--- src/rtl/sys_reset_seq.sv ---
// sys_reset_seq: collects the board, auxiliary, debugger and clock-lock reset
// sources, debounces the combined reset condition and then releases a chain
// of per-stage resets one after another, stage 0 first.
module sys_reset_seq #(
    parameter int NUM_STAGES      = 3,
    parameter int DEBOUNCE_CYCLES = 16,
    parameter int STAGE_GAP       = 8,
    parameter int CNT_W           = 8
) (
    input  logic                  clk,
    input  logic                  rst,
    input  logic                  ext_reset_n_in,
    input  logic                  aux_reset_in,
    input  logic                  dbg_sys_rst,
    input  logic                  dcm_locked,
    output logic [NUM_STAGES-1:0] stage_reset,
    output logic [NUM_STAGES-1:0] stage_resetn,
    output logic                  seq_done,
    output logic [3:0]            rst_cause
);

    // Index must be able to count one past the last stage (up to 8).
    localparam int IDX_W = 4;

    localparam logic [CNT_W-1:0] DEB_LAST = CNT_W'(DEBOUNCE_CYCLES - 1);
    localparam logic [CNT_W-1:0] GAP_LAST = CNT_W'(STAGE_GAP - 1);
    localparam logic [IDX_W-1:0] IDX_LAST = IDX_W'(NUM_STAGES - 1);

    typedef enum logic [1:0] {
        ST_HOLD     = 2'd0,
        ST_DEBOUNCE = 2'd1,
        ST_RELEASE  = 2'd2,
        ST_RUN      = 2'd3
    } state_t;

    // Synchronizer flops: *_meta_r is the first (possibly metastable) stage.
    logic ext_meta_r, aux_meta_r, dbg_meta_r, lock_meta_r;
    logic ext_s, aux_s, dbg_s, lock_s;

    logic       assert_s;
    logic [3:0] cause_now_s;

    state_t                  state_r, state_nxt_s;
    logic [CNT_W-1:0]        cnt_r, cnt_nxt_s;
    logic [IDX_W-1:0]        idx_r, idx_nxt_s;
    logic [NUM_STAGES-1:0]   stage_reset_r, stage_nxt_s;
    logic                    done_r, done_nxt_s;
    logic [3:0]              cause_r, cause_nxt_s;

    // Two-flop synchronizers; reset loads values that keep the reset condition active.
    always_ff @(posedge clk) begin
        if (rst) begin
            ext_meta_r  <= 1'b0;
            aux_meta_r  <= 1'b0;
            dbg_meta_r  <= 1'b0;
            lock_meta_r <= 1'b0;
            ext_s       <= 1'b0;
            aux_s       <= 1'b0;
            dbg_s       <= 1'b0;
            lock_s      <= 1'b0;
        end else begin
            ext_meta_r  <= ext_reset_n_in;
            aux_meta_r  <= aux_reset_in;
            dbg_meta_r  <= dbg_sys_rst;
            lock_meta_r <= dcm_locked;
            ext_s       <= ext_meta_r;
            aux_s       <= aux_meta_r;
            dbg_s       <= dbg_meta_r;
            lock_s      <= lock_meta_r;
        end
    end

    assign assert_s    = ~ext_s | aux_s | dbg_s | ~lock_s;
    assign cause_now_s = {~lock_s, dbg_s, aux_s, ~ext_s};

    // Sequencer next-state logic; any active reset source wins over terminal counts.
    always_comb begin
        state_nxt_s = state_r;
        cnt_nxt_s   = cnt_r;
        idx_nxt_s   = idx_r;
        stage_nxt_s = stage_reset_r;
        done_nxt_s  = done_r;
        cause_nxt_s = cause_r;
        case (state_r)
            ST_HOLD: begin
                stage_nxt_s = {NUM_STAGES{1'b1}};
                done_nxt_s  = 1'b0;
                cnt_nxt_s   = {CNT_W{1'b0}};
                idx_nxt_s   = {IDX_W{1'b0}};
                if (!assert_s) begin
                    state_nxt_s = ST_DEBOUNCE;
                end else begin
                    state_nxt_s = ST_HOLD;
                end
            end
            ST_DEBOUNCE: begin
                if (assert_s) begin
                    state_nxt_s = ST_HOLD;
                    stage_nxt_s = {NUM_STAGES{1'b1}};
                    done_nxt_s  = 1'b0;
                    cnt_nxt_s   = {CNT_W{1'b0}};
                    idx_nxt_s   = {IDX_W{1'b0}};
                    cause_nxt_s = cause_now_s;
                end else if (cnt_r == DEB_LAST) begin
                    state_nxt_s = ST_RELEASE;
                    cnt_nxt_s   = {CNT_W{1'b0}};
                    idx_nxt_s   = {IDX_W{1'b0}};
                end else begin
                    cnt_nxt_s = cnt_r + CNT_W'(1);
                end
            end
            ST_RELEASE: begin
                if (assert_s) begin
                    state_nxt_s = ST_HOLD;
                    stage_nxt_s = {NUM_STAGES{1'b1}};
                    done_nxt_s  = 1'b0;
                    cnt_nxt_s   = {CNT_W{1'b0}};
                    idx_nxt_s   = {IDX_W{1'b0}};
                    cause_nxt_s = cause_now_s;
                end else if (cnt_r == GAP_LAST) begin
                    for (int i = 0; i < NUM_STAGES; i++) begin
                        stage_nxt_s[i] = (IDX_W'(i) == idx_r) ? 1'b0 : stage_reset_r[i];
                    end
                    cnt_nxt_s = {CNT_W{1'b0}};
                    idx_nxt_s = idx_r + IDX_W'(1);
                    if (idx_r == IDX_LAST) begin
                        state_nxt_s = ST_RUN;
                        done_nxt_s  = 1'b1;
                    end else begin
                        state_nxt_s = ST_RELEASE;
                    end
                end else begin
                    cnt_nxt_s = cnt_r + CNT_W'(1);
                end
            end
            ST_RUN: begin
                if (assert_s) begin
                    state_nxt_s = ST_HOLD;
                    stage_nxt_s = {NUM_STAGES{1'b1}};
                    done_nxt_s  = 1'b0;
                    cnt_nxt_s   = {CNT_W{1'b0}};
                    idx_nxt_s   = {IDX_W{1'b0}};
                    cause_nxt_s = cause_now_s;
                end else begin
                    state_nxt_s = ST_RUN;
                end
            end
            default: begin
                // Unreachable encoding: fall back to the safe all-in-reset state.
                state_nxt_s = ST_HOLD;
                stage_nxt_s = {NUM_STAGES{1'b1}};
                done_nxt_s  = 1'b0;
                cnt_nxt_s   = {CNT_W{1'b0}};
                idx_nxt_s   = {IDX_W{1'b0}};
            end
        endcase
    end

    // Sequencer state and registered outputs.
    always_ff @(posedge clk) begin
        if (rst) begin
            state_r       <= ST_HOLD;
            cnt_r         <= {CNT_W{1'b0}};
            idx_r         <= {IDX_W{1'b0}};
            stage_reset_r <= {NUM_STAGES{1'b1}};
            done_r        <= 1'b0;
            cause_r       <= 4'b0000;
        end else begin
            state_r       <= state_nxt_s;
            cnt_r         <= cnt_nxt_s;
            idx_r         <= idx_nxt_s;
            stage_reset_r <= stage_nxt_s;
            done_r        <= done_nxt_s;
            cause_r       <= cause_nxt_s;
        end
    end

    assign stage_reset  = stage_reset_r;
    assign stage_resetn = ~stage_reset_r;
    assign seq_done     = done_r;
    assign rst_cause    = cause_r;

endmodule

--- config.mk ---
export PLATFORM = sky130hd
export DESIGN_NAME = sys_reset_seq
export DESIGN_NICKNAME = d
export VERILOG_FILES = /design/src/rtl/sys_reset_seq.sv
export SDC_FILE = /design/constraint.sdc
export NUM_CORES = 1
export LEC_CHECK = 0
export ABC_CLOCK_PERIOD_IN_PS = 5760
export BUFFER_PORTS_ARGS = -buffer_cell sky130_fd_sc_hd__buf_2
export CAP_MARGIN = 10
export CORE_ASPECT_RATIO = 2
export CORE_MARGIN = 3
export CORE_UTILIZATION = 50
export CTS_CLUSTER_DIAMETER = 200
export DETAILED_ROUTE_END_ITERATION = 8
export GPL_TIMING_DRIVEN = 0
export HOLD_SLACK_MARGIN = 0.02
export PLACE_DENSITY = 0.69
export SLEW_MARGIN = 20
export SYNTH_ARGS = -nofsm -noshare
export SYNTH_HDL_FRONTEND = slang
export SYNTH_SLANG_ARGS = --single-unit
--- constraint.sdc ---
create_clock -name clk -period 5.76 [get_ports clk]
set_clock_uncertainty 0.05 [all_clocks]
set_input_delay 1.152 -clock clk [delete_from_list [all_inputs] [get_ports clk]]
set_output_delay 1.152 -clock clk [all_outputs]
set_load 0.01 [all_outputs]
==> reports/qor.tcl, run 1 <==
set qor(ctsResizeCount) 0
set qor(synth-simple-area-share_pct) 24.4
set qor(result_of_the_run) {finished, final reports clean}
set qor(number_of_global_route_vias_before_repair) 1237
set qor(die_area_mm2) 0.00365
set qor(crit_type) {input port to register}
set qor(p_switching_mw) 0.0830
set qor(dr.first_iter.drc_count) 27
set qor(cap_violations) 0
set qor(sequential_share_of_power_pct) 43.8
set qor(final_period_minus_worst_setup_slack_ps) 2200
set qor(synth_seq_area_share_pct) 41.0
set qor(antenna_cells) 0
set qor(drt_first_pass_iters) 4
set qor(die_w_um) 44.3
set qor(setup_violations) 0
set qor(endpoint_type_of_the_worst_setup_path) {register}
set qor(critical-path-slowest-cell) {sky130_fd_sc_hd__or4_1}
set qor(post-route-period-util_pct) 38.1
set qor(critPathLaunch) {rst}
set qor(fin_cells) 220
set qor(cellPowerDensity_mw_per_mm2) 279
set qor(clk_transition_reported_paths_ps) 60
set qor(layout.cells.most_common) {sky130_fd_sc_hd__dfxtp_1}
set qor(place_congestion) 0.870
set qor(synthFlopType) {sky130_fd_sc_hd__dfxtp_1}
set qor(tritoncts) {built}
set qor(crit_path_end) {stage_reset[0]}
set qor(ir_drop_uv) 299
set qor(numPortBuffers) 16
set qor(clock_sink_count) 30
set qor(synth_xor_xnor_area_share_pct) 0
set qor(grt_first_pass_wirelength_mm) 5.14
set qor(unrepaired_setup_endpoints_after_global_routing) {no}
set qor(placed_cell_area_mm2) 0.00158
set qor(worst-endpoint-required_ps) 5880
set qor(final_cell_area_mm2) 0.00172
set qor(r2r.worst_path.cells) 7
set qor(design.portCount) 17
set qor(cp_data_arrival_time_ps) 2320
set qor(mostFrequentLayoutCells) {sky130_fd_sc_hd__dfxtp_1, sky130_fd_sc_hd__buf_2, sky130_fd_sc_hd__nand2_1}
set qor(synth_cell_types) 38
set qor(syn_area_cell_um2) 8.77
set qor(vertical_extent_of_the_die_um) 82.5
set qor(switching_share_pct) 17.2
set qor(slew_viol_final) 0
set qor(htreeDepth) 2
set qor(design_power_total_mw) 0.482
set qor(core_mm2) 0.00277
set qor(clock_insertion_delay_worst_skew_ps) 280
set qor(drc_violation_count_after_routing) 0
set qor(comb_power_share_pct) 1.8
set qor(global_routing_usage_summed_across_all_routing_layers_pct) 19.2
set qor(hold_class) {register to register}
set qor(timing.critical_path.mode_cell) {sky130_fd_sc_hd__buf_2}
set qor(static-leakage-power_nw) 0.694
set qor(synth_enable_flop_cells) 0
set qor(synth-compound-area-share_pct) 19.1
set qor(timing.critical_path.from_type) {input port}
set qor(crit_path_max_incr_delay_ps) 380
set qor(reg2reg_slack_ps) 3680
set qor(floorplan.rows) 27
set qor(layout-drive-gt1-share_pct) 18.3
set qor(fin_setup_tns_ps) 0
set qor(synthesis.nets) 183
set qor(gr-total-overflow) 0
set qor(ctsHoldBuffers) 0
set qor(routed-via-count) 1266
set qor(ys_ff_latch) 30
set qor(worstMarginPinSlew_ps) 783
set qor(placedCellCount) 212
set qor(clock_share_of_power_pct) 54.4
set qor(power_report.internal_total_mw) 0.399
set qor(synthesized_area_fraction_occupied_by_adder_cells_pct) 8.55
set qor(design.final.nets) 206
set qor(route.detailed.vias_per_inst) 5.75
set qor(fmax_ghz) 0.455
set qor(post_synth_mux_area_share_pct) 1.37
set qor(synth-warning-count) 0
set qor(postSynthCellCount) 167
set qor(cts.root.buffer_cell) {sky130_fd_sc_hd__clkbuf_8}
set qor(grt_max_degree) 11
set qor(floorplan.initialDensity_pct) 52.8
set qor(post-cts-setup-buffer-count) 0
set qor(rr_endpoint) {cnt_r[7]}
set qor(finalCoreUtilization_pct) 62.2
set qor(numCtsBuffers) 5
set qor(reg2reg_from) {state_r[0]}
set qor(async_flop_share_pct) 0
set qor(ant_nets) 0
set qor(worstPathMaxFanout) 7
set qor(cts_max_path_buffers) 2
set qor(cp_cell_sequence) {buf_2 > or3_1 > or4_1 > buf_2 > o22a_2}
set qor(report.final.hold_viol_count) 0
set qor(area_growth_pct) 17.7
set qor(slew-limit-headroom_pct) 47.0
set qor(grt_antenna_before_repair) 0
set qor(combinational_family_with_the_most_area_after_synthesis) {simple AND/OR/NAND/NOR gates}
set qor(syn_area_mm2) 0.00146
set qor(drt-wirelength-per-cell_um) 13.5
set qor(postRouteWirelength_mm) 2.96
set qor(dp.final_hpwl_mm) 2.27
## area by class of cell
cell class	count	area, um^2
inverters	10	37.5
well taps	29	36.3
plain buffers	10	42.5
flip-flops and latches	30	601
clock inverters	2	60.1
multi-input cells	117	783
clock buffers	6	82.6
fillers	243	1050
repair buffers	16	80.1
## flip-flops by register name, indices dropped and copies added (netlist names)
name	count
cnt_r	8
idx_r	4
rst_cause	4
stage_reset	3
state_r	2
aux_meta_r	1
aux_s	1
dbg_meta_r	1
dbg_s	1
ext_meta_r	1
ext_s	1
lock_meta_r	1
lock_s	1
seq_done	1
## cells by family after synthesis
kind of cell	Yosys count
compound gates	40
fa+ha+maj	10
buf+inv	20
simple gates	65
mux	2
flops	30
## worst min-delay path by stage
stage,slack [ps],to,cells past startpoint,startpoint
floorplan,360,aux_s,1,aux_meta_r
global placement,370,ext_s,1,ext_meta_r
detailed placement,380,aux_s,1,aux_meta_r
CTS,390,aux_s,1,aux_meta_r
global route,400,aux_s,1,aux_meta_r
finish,390,dbg_s,1,dbg_meta_r
## metrics by stage
step | setup slack [ps] | hold WS [ps]
2_1_floorplan | 3460 | 364
3_3_place_gp | 3290 | 369
3_5_place_dp | 3270 | 379
4_1_cts | 3570 | 394
5_1_grt | 3440 | 402
6_report | 3560 | 388
## worst max-delay path, delay by kind of cell
kind            cells  cell delay [ps]
compound gates      1              180
buf+inv             2              310
simple gates        2              670
## cells in the mapped netlist (2+ instances only)
cell type,instances,area share [%]
sky130_fd_sc_hd__a211oi_1,2,1.0
sky130_fd_sc_hd__a21oi_1,14,4.8
sky130_fd_sc_hd__and2_1,4,1.7
sky130_fd_sc_hd__and2_2,2,1.0
sky130_fd_sc_hd__buf_2,4,1.4
sky130_fd_sc_hd__clkbuf_1,5,1.3
sky130_fd_sc_hd__dfxtp_1,30,41
sky130_fd_sc_hd__ha_1,10,8.5
sky130_fd_sc_hd__inv_1,10,2.6
sky130_fd_sc_hd__mux2i_1,2,1.4
sky130_fd_sc_hd__nand2_1,15,3.8
sky130_fd_sc_hd__nand3_1,6,2.1
sky130_fd_sc_hd__nand4_1,3,1.3
sky130_fd_sc_hd__nor2_1,11,2.8
sky130_fd_sc_hd__nor2b_1,13,5.6
sky130_fd_sc_hd__nor3_1,2,0.68
sky130_fd_sc_hd__o2111ai_1,4,2.4
sky130_fd_sc_hd__o21a_1,2,1.0
sky130_fd_sc_hd__o21ai_0,2,0.68
sky130_fd_sc_hd__o22a_2,3,2.1
sky130_fd_sc_hd__o22ai_1,2,0.85
sky130_fd_sc_hd__o311ai_0,2,1.2
sky130_fd_sc_hd__o31ai_1,2,1.0
sky130_fd_sc_hd__or3_1,3,1.3
## metal layers
layer | vias up | share of wire [%] | global-route usage, %
met5 | - | 0 | 0
met4 | 0 | 3.3 | 13.0
met3 | 9 | 3.5 | 4.56
met2 | 26 | 56 | 36.5
met1 | 590 | 38 | 16.8
li1 | 641 | - | -
## power groups by stage
stage / sequential (mW) / clock, mW / combinational, mW
floorplan: 0.215 / 0 / 0.00538
global placement: 0.216 / 0 / 0.00844
detailed placement: 0.216 / 0 / 0.00885
CTS: 0.211 / 0.268 / 0.00886
global route: 0.211 / 0.275 / 0.00992
finish: 0.211 / 0.262 / 0.00870
No activity file was read; power rests on OpenSTA's default activity.
==> run 2, diff against run 1 <==
ABC_AREA = 1   (was not set)
ABC_CLOCK_PERIOD_IN_PS = 2300   (was 5760)
clock period = 2.3 ns   (was 5.76 ns; I/O delays follow)
==> run 2 against run 1 <==
First-iteration DRC count is 89% higher. Non-clock buffer count fell by 8. Die area up 2.8%. Critical path type is now register to register. Global-route usage decreased by 1.1 points. Count of clock-buffer cells in the layout unchanged. Largest power group unchanged. Worst setup slack worse by 2900 ps.
==> reports/qor.tcl, run 2 <==
set qor(ir_drop_uv) 732 ;# +140%
set qor(cp_data_arrival_time_ps) 1750 ;# -570 ps
set qor(postLayoutSetupSlackWorst_ps) 669 ;# -2890 ps
set qor(n_fill_cell) 267 ;# +9.9%
set qor(design.final.nets) 237 ;# +15%
set qor(r2r.worst_path.cells) 10 ;# +3
set qor(design_power_total_mw) 1.09 ;# +130%
set qor(worstPathMaxFanout) 6 ;# -1
set qor(cts.root.buffer_cell) {sky130_fd_sc_hd__clkbuf_8}
set qor(die_w_um) 44.8 ;# +1.3%
set qor(yosys.area.top_type) {sky130_fd_sc_hd__dfxtp_1}
set qor(syn_area_mm2) 0.00151 ;# +3.1%
set qor(min-delay-start) {dbg_sys_rst}
set qor(top_register) {cnt_r}
set qor(cts_max_path_buffers) 2 ;# unchanged
set qor(postSynthCellCount) 199 ;# +19%
set qor(area_growth_pct) 14.8
set qor(clock_insertion_delay_worst_skew_ps) 280 ;# about the same
set qor(postRouteWirelength_mm) 2.83 ;# -4.5%
set qor(worstMarginPinSlew_ps) 434 ;# -350 ps
set qor(fin_setup_tns_ps) 0 ;# unchanged
set qor(die_area_mm2) 0.00375 ;# +2.8%
set qor(worst-endpoint-required_ps) 2420 ;# -3460 ps
set qor(crit_path_max_incr_delay_ps) 370 ;# about the same
set qor(tritoncts) {built}
set qor(final_cell_area_mm2) 0.00173 ;# +0.58%
set qor(largest_register_ffs) 8 ;# unchanged
set qor(endpoint_type_of_the_worst_setup_path) {register}
set qor(rr_endpoint) {cnt_r[6]}
set qor(core_mm2) 0.00280 ;# +1.2%
set qor(post-route-period-util_pct) 70.9
set qor(synth_enable_flop_cells) 0 ;# unchanged
set qor(mostFrequentLayoutCells) {sky130_fd_sc_hd__nand2_1, sky130_fd_sc_hd__dfxtp_1, sky130_fd_sc_hd__inv_1}
set qor(dp.final_hpwl_mm) 2.22 ;# -1.8%
set qor(synth_cell_types) 26 ;# -32%
set qor(ctsResizeCount) 0 ;# unchanged
set qor(final_period_minus_worst_setup_slack_ps) 1630
set qor(synth-compound-area-share_pct) 7.96 ;# -11 points
set qor(reg2reg_slack_ps) 670 ;# -3010 ps
set qor(critical-path-slowest-cell) {sky130_fd_sc_hd__dfxtp_1}
set qor(synthesized_area_fraction_occupied_by_adder_cells_pct) 8.29 ;# -0.26 points
set qor(crit_path_end) {cnt_r[6]}
set qor(synthTopCellsByCount) {sky130_fd_sc_hd__nand2_1, sky130_fd_sc_hd__dfxtp_1, sky130_fd_sc_hd__inv_1}
set qor(drt-wirelength-per-cell_um) 11.3 ;# -16%
set qor(dr.first_iter.drc_count) 51 ;# +89%
set qor(critPathLaunch) {cnt_r[0]}
set qor(reg2reg_from) {cnt_r[0]}
set qor(async_flop_share_pct) 0 ;# unchanged
set qor(design.portCount) 17 ;# unchanged
set qor(cap_violations) 0 ;# unchanged
set qor(numCtsBuffers) 5 ;# unchanged
set qor(static-leakage-power_nw) 0.829 ;# +19%
set qor(clock_sink_count) 30 ;# unchanged
set qor(crit_type) {register to register}
set qor(routed-via-count) 1290 ;# +1.9%
set qor(ctsHoldBuffers) 0 ;# unchanged
set qor(htreeDepth) 2 ;# unchanged
set qor(clk_transition_reported_paths_ps) 60 ;# about the same
set qor(whs_ps) 330 ;# -58.4 ps
set qor(grt_max_degree) 11 ;# unchanged
set qor(ys_ff_latch) 30 ;# unchanged
set qor(cp_cell_sequence) {ha_1 > nand2_1 > nor2_1 > nand3_1 > nand2_2 > nand2_4 > nand2_4 > nand2_4 > nand2_4 > nor2_2}
set qor(setup_violations) 0 ;# unchanged
set qor(ant_nets) 0 ;# unchanged
set qor(yosys-top-cells-area) {sky130_fd_sc_hd__dfxtp_1, sky130_fd_sc_hd__nand2_1, sky130_fd_sc_hd__ha_1}
set qor(placed_cell_area_mm2) 0.00162 ;# +2.5%
set qor(floorplan.rows) 27 ;# unchanged
set qor(layout-drive-gt1-share_pct) 19.5 ;# +1.1 points
set qor(synth.most_common_cell) {sky130_fd_sc_hd__nand2_1}
set qor(numPortBuffers) 15 ;# -1
set qor(synthFlopType) {sky130_fd_sc_hd__dfxtp_1}
set qor(synth-simple-area-share_pct) 33.3 ;# +8.8 points
set qor(drt_first_pass_iters) 4 ;# unchanged
set qor(report.final.hold_viol_count) 0 ;# unchanged
set qor(number_of_global_route_vias_before_repair) 1256 ;# +1.5%
set qor(synth_seq_area_share_pct) 39.8 ;# -1.2 points
set qor(grt_first_pass_wirelength_mm) 5.06 ;# -1.5%
set qor(slew-limit-headroom_pct) 71.1 ;# +24 points
set qor(synth-warning-count) 0 ;# unchanged
set qor(grt_antenna_before_repair) 0 ;# unchanged
set qor(synthesis.nets) 215 ;# +17%
set qor(slew_viol_final) 0 ;# unchanged
set qor(combinational_family_with_the_most_area_after_synthesis) {simple AND/OR/NAND/NOR gates}
set qor(post_synth_mux_area_share_pct) 0.663 ;# -0.70 points
set qor(layout.cells.most_common) {sky130_fd_sc_hd__nand2_1}
set qor(route.detailed.vias_per_inst) 5.16 ;# -10%
set qor(timing.critical_path.mode_cell) {sky130_fd_sc_hd__nand2_4}
set qor(synth_top_area_share_pct) 39.8 ;# -1.2 points
set qor(floorplan.initialDensity_pct) 53.8 ;# +0.97 points
set qor(global_routing_usage_summed_across_all_routing_layers_pct) 18.1 ;# -1.1 points
set qor(vertical_extent_of_the_die_um) 83.7 ;# +1.4%
set qor(post-cts-setup-buffer-count) 0 ;# unchanged
set qor(place_congestion) 0.835 ;# -3.9%
set qor(drc_violation_count_after_routing) 0 ;# unchanged
set qor(timing.critical_path.from_type) {register}
set qor(cellPowerDensity_mw_per_mm2) 629 ;# +130%
set qor(gr-total-overflow) 0 ;# unchanged
set qor(result_of_the_run) {finished, final reports clean}
set qor(unrepaired_setup_endpoints_after_global_routing) {no}
set qor(synth_xor_xnor_area_share_pct) 1.74 ;# +1.7 points
set qor(dp_slack_ps) 716 ;# -2560 ps
set qor(antenna_cells) 0 ;# unchanged
set qor(hold_class) {input port to register}
set qor(fmax_ghz) 0.613
set qor(syn_area_cell_um2) 7.58 ;# -13%
run 2: cell count changes after synthesis, sizes merged, moves of 4 or more:
cell     delta
and2        -6
buf         -4
inv        +20
nand2      +30
nand3       +4
nor2       +23
nor2b      -13
o2111ai     -4
o21ai       +4
run 2: worst min-delay path by stage:
stage	endpoint	slack, ps	cells after the start
floorplan	aux_s	340	2
global placement	ext_s	340	2
detailed placement	dbg_s	350	2
CTS	dbg_meta_r	320	3
global route	lock_meta_r	340	3
finish	dbg_meta_r	330	3
run 2: per-stage QoR:
| step | instances | util [%] |
|---|---|---|
| floorplan | 199 | - |
| CTS | 250 | 61.8 |
| global placement | 243 | 57.8 |
| finish | 250 | 61.8 |
| global route | 250 | 61.8 |
| detailed placement | 243 | 57.8 |
run 2: critical path: cells and delay by family, from the launching register on:
family,cells,cell delay [ps]
flops,1,370
simple gates,9,910
fa+ha+maj,1,180
run 2: report_power, final:
group | switching, mW | leakage (nW) | internal, mW | total (mW)
combinational | 0.0161 | 0.528 | 0.00832 | 0.0244
sequential | 0.00315 | 0.243 | 0.527 | 0.530
clock | 0.190 | 0.0573 | 0.346 | 0.536
run 2: cell families after synthesis:
logic type,after synthesis
flops,30
mux,1
fa+ha+maj,10
xor+xnor,3
simple gates,99
compound gates,23
buf+inv,33
run 2: metal layers:
layer	GRT usage [%]	part of all wire, %	up-vias
met2	32.6	57	17
met4	11.7	2.8	0
met5	0	0	-
met3	4.97	3.5	7
li1	-	-	659
met1	16.2	37	607
run 2: cell type report:
class                           instances  area [um^2]  area share [%]
Tap cell                               29         36.3            2.09
Multi-Input combinational cell        136          783            45.2
Clock inverter                          1         30.0            1.73
Buffer                                  3         12.5           0.722
Sequential cell                        30          601            34.7
Clock buffer                            6         82.6            4.77
Inverter                               30          113            6.50
Timing Repair Buffer                   15         75.1            4.33
